$ cat src/rtl/posit_pack_pipe.sv
// Two-stage valid/ready posit encoder: regime/exponent/fraction string build in S1,
// round-to-nearest-even, saturation, negation and specials in S2.
module posit_pack_pipe #(
  parameter int BITS = 32,
  parameter int ES   = 3,
  parameter int KW   = $clog2(BITS) + 2
) (
  input  logic                          clk,
  input  logic                          rst_n,
  input  logic                          in_valid,
  output logic                          in_ready,
  input  logic                          in_sign,
  input  logic signed [KW-1:0]          in_k,
  input  logic [((ES > 0) ? ES : 1)-1:0] in_exp,
  input  logic [BITS-1:0]               in_frac,
  input  logic                          in_zero,
  input  logic                          in_nar,
  output logic                          out_valid,
  input  logic                          out_ready,
  output logic [BITS-1:0]               out_posit
);

  localparam int SW  = 2*BITS + ES + 2;
  localparam int WW  = 2*BITS;
  localparam int LW  = SW - WW;
  localparam int SHW = $clog2(BITS);
  localparam logic signed [KW-1:0] K_HI = KW'(BITS-2);
  localparam logic signed [KW-1:0] K_LO = -K_HI;
  localparam logic [KW-1:0]        SH_MAX = KW'(BITS-1);

  function automatic logic [BITS-2:0] round_sat(input logic [WW-1:0] str, input logic stk,
                                                 input logic hi, input logic lo);
    logic [BITS-2:0] mag;
    logic            guard;
    logic            sticky;
    logic [BITS-1:0] sum;
    mag    = str[WW-1 -: BITS-1];
    guard  = str[BITS];
    sticky = stk | (|str[BITS-1:0]);
    sum    = {1'b0, mag} + BITS'(guard & (sticky | mag[0]));
    if (hi || sum[BITS-1]) round_sat = {(BITS-1){1'b1}};
    else if (lo)           round_sat = {{(BITS-2){1'b0}}, 1'b1};
    else                   round_sat = sum[BITS-2:0];
  endfunction

  function automatic logic [BITS-1:0] apply_sign(input logic neg, input logic [BITS-2:0] mag);
    apply_sign = neg ? (~{1'b0, mag} + BITS'(1)) : {1'b0, mag};
  endfunction

  logic [ES+BITS-1:0] w_ef;
  generate
    if (ES > 0) begin : g_exp
      assign w_ef = {in_exp, in_frac};
    end else begin : g_noexp
      logic w_unused_exp;
      assign w_unused_exp = ^in_exp;
      assign w_ef         = in_frac;
    end
  endgenerate

  logic                   w_s1_adv, w_s2_adv;
  logic                   w_sat_hi, w_sat_lo;
  logic [KW-1:0]          w_sh_raw;
  logic [SHW-1:0]         w_sh;
  logic signed [SW-1:0]   w_base;
  logic [SW-1:0]          w_str;
  logic [BITS-1:0]        w_posit;

  logic                   r_vld_p1, r_sign_p1, r_zero_p1, r_nar_p1, r_hi_p1, r_lo_p1, r_stk_p1;
  logic [WW-1:0]          r_str_p1;
  logic                   r_vld_p2;
  logic [BITS-1:0]        r_posit_p2;

  assign w_s2_adv  = !r_vld_p2 || out_ready;
  assign w_s1_adv  = !r_vld_p1 || w_s2_adv;
  assign in_ready  = w_s1_adv;
  assign out_valid = r_vld_p2;
  assign out_posit = r_posit_p2;

  // The header bit pair plus arithmetic shift right yields the run: 10 fills ones for k>=0,
  // 01 fills zeros for k<0, so the shift amount is k or -k-1.
  assign w_sat_hi = in_k > K_HI;
  assign w_sat_lo = in_k < K_LO;
  assign w_sh_raw = in_k[KW-1] ? ~in_k : in_k;
  assign w_sh     = (w_sh_raw > SH_MAX) ? SHW'(BITS-1) : w_sh_raw[SHW-1:0];
  assign w_base   = {(in_k[KW-1] ? 2'b01 : 2'b10), w_ef, {BITS{1'b0}}};
  assign w_str    = w_base >>> w_sh;

  // Stage 1: clamped, shifted magnitude string and flags
  always_ff @(posedge clk or negedge rst_n) begin
    if (!rst_n)        r_vld_p1 <= 1'b0;
    else if (w_s1_adv) r_vld_p1 <= in_valid;
  end

  always_ff @(posedge clk) begin
    if (in_valid && w_s1_adv) begin
      r_str_p1  <= w_str[SW-1 -: WW];
      r_stk_p1  <= |w_str[LW-1:0];
      r_sign_p1 <= in_sign;
      r_zero_p1 <= in_zero;
      r_nar_p1  <= in_nar;
      r_hi_p1   <= w_sat_hi;
      r_lo_p1   <= w_sat_lo;
    end
  end

  assign w_posit = r_nar_p1  ? {1'b1, {(BITS-1){1'b0}}} :
                   r_zero_p1 ? '0 :
                   apply_sign(r_sign_p1, round_sat(r_str_p1, r_stk_p1, r_hi_p1, r_lo_p1));

  // Stage 2: rounded, saturated, signed posit
  always_ff @(posedge clk or negedge rst_n) begin
    if (!rst_n) begin
      r_vld_p2   <= 1'b0;
      r_posit_p2 <= '0;
    end else if (w_s2_adv) begin
      r_vld_p2 <= r_vld_p1;
      if (r_vld_p1) r_posit_p2 <= w_posit;
    end
  end

endmodule

$ cat config.mk
export PLATFORM = sky130hd
export DESIGN_NAME = posit_pack_pipe
export DESIGN_NICKNAME = d
export VERILOG_FILES = /design/src/rtl/posit_pack_pipe.sv
export SDC_FILE = /design/constraint.sdc
export NUM_CORES = 1
export LEC_CHECK = 0
export BUFFER_PORTS_ARGS = -buffer_cell sky130_fd_sc_hd__clkbuf_2
export CAP_MARGIN = 20
export CORE_ASPECT_RATIO = 0.7
export CORE_MARGIN = 10
export CORE_UTILIZATION = 60
export DETAILED_ROUTE_END_ITERATION = 10
export GPL_ROUTABILITY_DRIVEN = 1
export GPL_TIMING_DRIVEN = 0
export HOLD_SLACK_MARGIN = 0.1
export PLACE_DENSITY_LB_ADDON = 0.1
export SYNTH_ARGS = -nofsm -noshare
export SYNTH_HDL_FRONTEND = slang
export SYNTH_SLANG_ARGS = --single-unit
export TNS_END_PERCENT = 5
$ cat constraint.sdc
create_clock -name clk -period 9.5 [get_ports clk]
set_input_delay 0.95 -clock clk [delete_from_list [all_inputs] [get_ports clk]]
set_output_delay 0.95 -clock clk [all_outputs]
set_load 0.005 [all_outputs]
==> results.toml <==
[placed_design]
hpwl_um = 18800
dp_cells = 1190
place_area_sq_mm = 0.00904
globalplace.congestion = 0.975
io_buffers = 78

[drt]
first_iter_violations = 871
final_antenna_net_count = 0
first_pass_iters = 6
viasPerCell = 6.45
wl_um = 23500
vias = 7779
wl_per_cell_um = 19.5
drc_errors = 0

[yosys]
ys_warn_count = 0
async_flop_share_pct = 32.7
synthesis.area_sq_mm = 0.00840
synth_edf_count = 70
avgSynthCellArea_sq_um = 9.13
synthCells = 921
yosysSeqAreaShare_pct = 35.1
synth_cell_types = 84
dominantRegCellSynth = "edfxtp_1"
synth-seq-cells = 104
syn-num-nets = 974

[timing]
setup_violations = 0
skew_ns = 0.0122
worst_slew_pin_slew_ns = 1.02
fin_crit_ns = 4.89
max_clock_freq_ghz = 0.204
hold_viol_final = 0
rsz0062_at_grt = "no"
min_period_over_period_pct = 51.5
slew_viol_final = 0
fin_setup_tns_ns = 0
slew_headroom_pct = 31.1

[cells_and_area]
finalNetCount = 1064
design_area_sq_mm = 0.00935
diodes = 0
drive_above_1_share_pct = 17.9
area_growth_pct = 11.3
fin_cells = 1206

[critical_path]
required_ns = 9.61
crit_family = "buffers and inverters"
crit_type = "primary input to register"
cp_common_cell = "buf_2"
arrival_ns = 5.00
path_buf_inv = 8
slowest_stage = "clkbuf_1"
crit_path_start_kind = "primary input"
crit_chain = "clkbuf_2 > buf_2 > inv_1 > clkbuf_1 > ha_1 > buf_2 > nor2_2 > buf_4 > buf_2 > buf_2 > nor2_1 > a31oi_1 > nor2_1 > a21oi_1 > mux2i_1 > mux2_2"
crit_start = "in_k[6]"
path_max_fanout = 11
r2r-start = "r_str_p1[35]"
max_stage_delay_ns = 0.46
worstSetupEndpointType = "register"

[clocking]
ctsResizeCount = 0
cts_buffers = 9
postCtsSetupRepairBufs = 0
cts.sinks = 104
cts_root_buffer = "clkbuf_16"
htree_levels = 3
cts_buffer_depth = 2
clkTransAtPathRegs_ns = 0.08
holdBufCountCts = 0
cts_tree = "built"
clk_latency_ns = 0.35

[die]
dieArea_sq_mm = 0.0192
core_area_sq_mm = 0.0138
rows = 36
die_x_um = 161
die_h_um = 119
initial_core_util_pct = 60.8
io_pins = 83

[power]
power_mw = 1.47
vdd_drop_max_mv = 0.118
p_leak_nw = 3.66
power_density_mw_per_mm2 = 157

[grt]
gr-total-overflow = 0
grt.total_usage_pct = 24.0
grt_pass1_wl_um = 38000
grt_pass1_vias = 7217
antenna_found_initial = 0
grt_max_degree = 71

[status]
status = "completed"

[worst_hold_path]
min_path_type = "register to register"
holdCritStartpoint = "out_posit[0]"

[run]
cap_violations = 0
state kept, by name, indices dropped and copies added, names as in the netlist:
register   flops
r_str_p1      64
r_vld_p1       1
r_lo_p1        1
r_zero_p1      1
out_valid      1
out_posit     32
r_stk_p1       1
r_nar_p1       1
r_sign_p1      1
r_hi_p1        1
cell usage after synthesis, types with 10 or more instances:
cell type / count / area share, %
mux2i_1: 71 / 8.5
edfxtp_1: 70 / 25
o21ai_1: 21 / 1.3
dfrtp_1: 34 / 10
nor3_1: 19 / 1.1
xor2_1: 23 / 2.4
and2_1: 13 / 0.97
inv_1: 13 / 0.58
clkbuf_1: 43 / 1.9
a21oi_1: 59 / 3.5
xnor2_1: 21 / 2.2
o21ai_0: 81 / 4.8
mux4_2: 26 / 7.0
nand3_1: 22 / 1.3
nor4_1: 16 / 1.2
nand2_1: 123 / 5.5
a22o_1: 10 / 1.0
buf_2: 16 / 0.95
nor2_1: 63 / 2.8
nand4_1: 13 / 0.97
worst reg2reg max path: cells and delay by family, from the launching register on:
| kind | cells | cell delay, ns |
|---|---|---|
| DFF | 1 | 0.38 |
| buffers and inverters | 5 | 1.01 |
| adders and majority gates | 1 | 0.19 |
| muxes | 1 | 0.22 |
| AOI/OAI and AO/OA | 4 | 0.94 |
| and+or+nand+nor | 5 | 1.22 |
through the flow:
step / hold WS, ns / worst slack, ns / utilization, %
after floorplan: 0.457 / 5.34 / -
final: 0.481 / 4.61 / 67.6
after CTS: 0.487 / 4.70 / 67.6
after global placement: 0.465 / 4.31 / 65.3
after detailed placement: 0.469 / 4.32 / 65.4
after global routing: 0.508 / 4.30 / 67.6
cell type report:
type / count / area (sq um)
plain buffers: 73 / 328
clock buffers: 9 / 225
clock inverters: 7 / 86.3
fillers: 1177 / 4480
inverters: 15 / 56.3
multi-input cells: 729 / 5070
flip-flops and latches: 104 / 2950
well taps: 190 / 238
repair buffers: 79 / 395
kinds of logic after synthesis:
| kind of cell | Yosys count | share of synthesized area (%) |
|---|---|---|
| simple gates | 329 | 20.3 |
| compound gates | 250 | 18.7 |
| flops | 104 | 35.1 |
| mux | 102 | 16.1 |
| buf+inv | 88 | 4.57 |
| xor+xnor | 44 | 4.59 |
| fa+ha+maj | 4 | 0.596 |
layout by cell type (no fill, tap or decap), drive strengths merged, types with 7 or more instances in the layout:
cell    instances
a21o            8
a21oi          60
a22o           10
a31oi           7
and2           14
and3            8
and4            7
buf            31
clkbuf        130
dfrtp          34
edfxtp         70
inv            17
mux2i          71
mux4           26
nand2         123
nand3          25
nand4          15
nor2           65
nor2b           9
nor3           20
nor4           20
o21a            9
o21ai         104
o31ai           8
xnor2          21
xor2           23
worst paths after layout:
| path | to | slack [ns] | cells past startpoint |
|---|---|---|---|
| min in group asynchronous | out_posit[3] | 0.67 | 1 |
| hold reg to reg | out_posit[0] | 0.48 | 2 |
| max in group asynchronous | out_posit[30] | 8.30 | 1 |
| hold / removal | out_posit[0] | 0.48 | 2 |
| setup reg to reg | out_posit[16] | 5.44 | 16 |
| setup / recovery | r_str_p1[26] | 4.61 | 16 |
power by group:
part           leakage (nW)  switching (mW)  internal, mW
clock                 0.151           0.185         0.189
sequential             1.13          0.0296         0.555
combinational          2.39           0.323         0.188
total                  3.66           0.537         0.933
per-layer routing:
metal / global-route usage [%] / part of all wire, %
met5: 0 / 0
met4: 4.02 / 0.86
met3: 7.91 / 12
met2: 32.8 / 40
met1: 36.2 / 47
No activity file was read; power rests on OpenSTA's default activity.
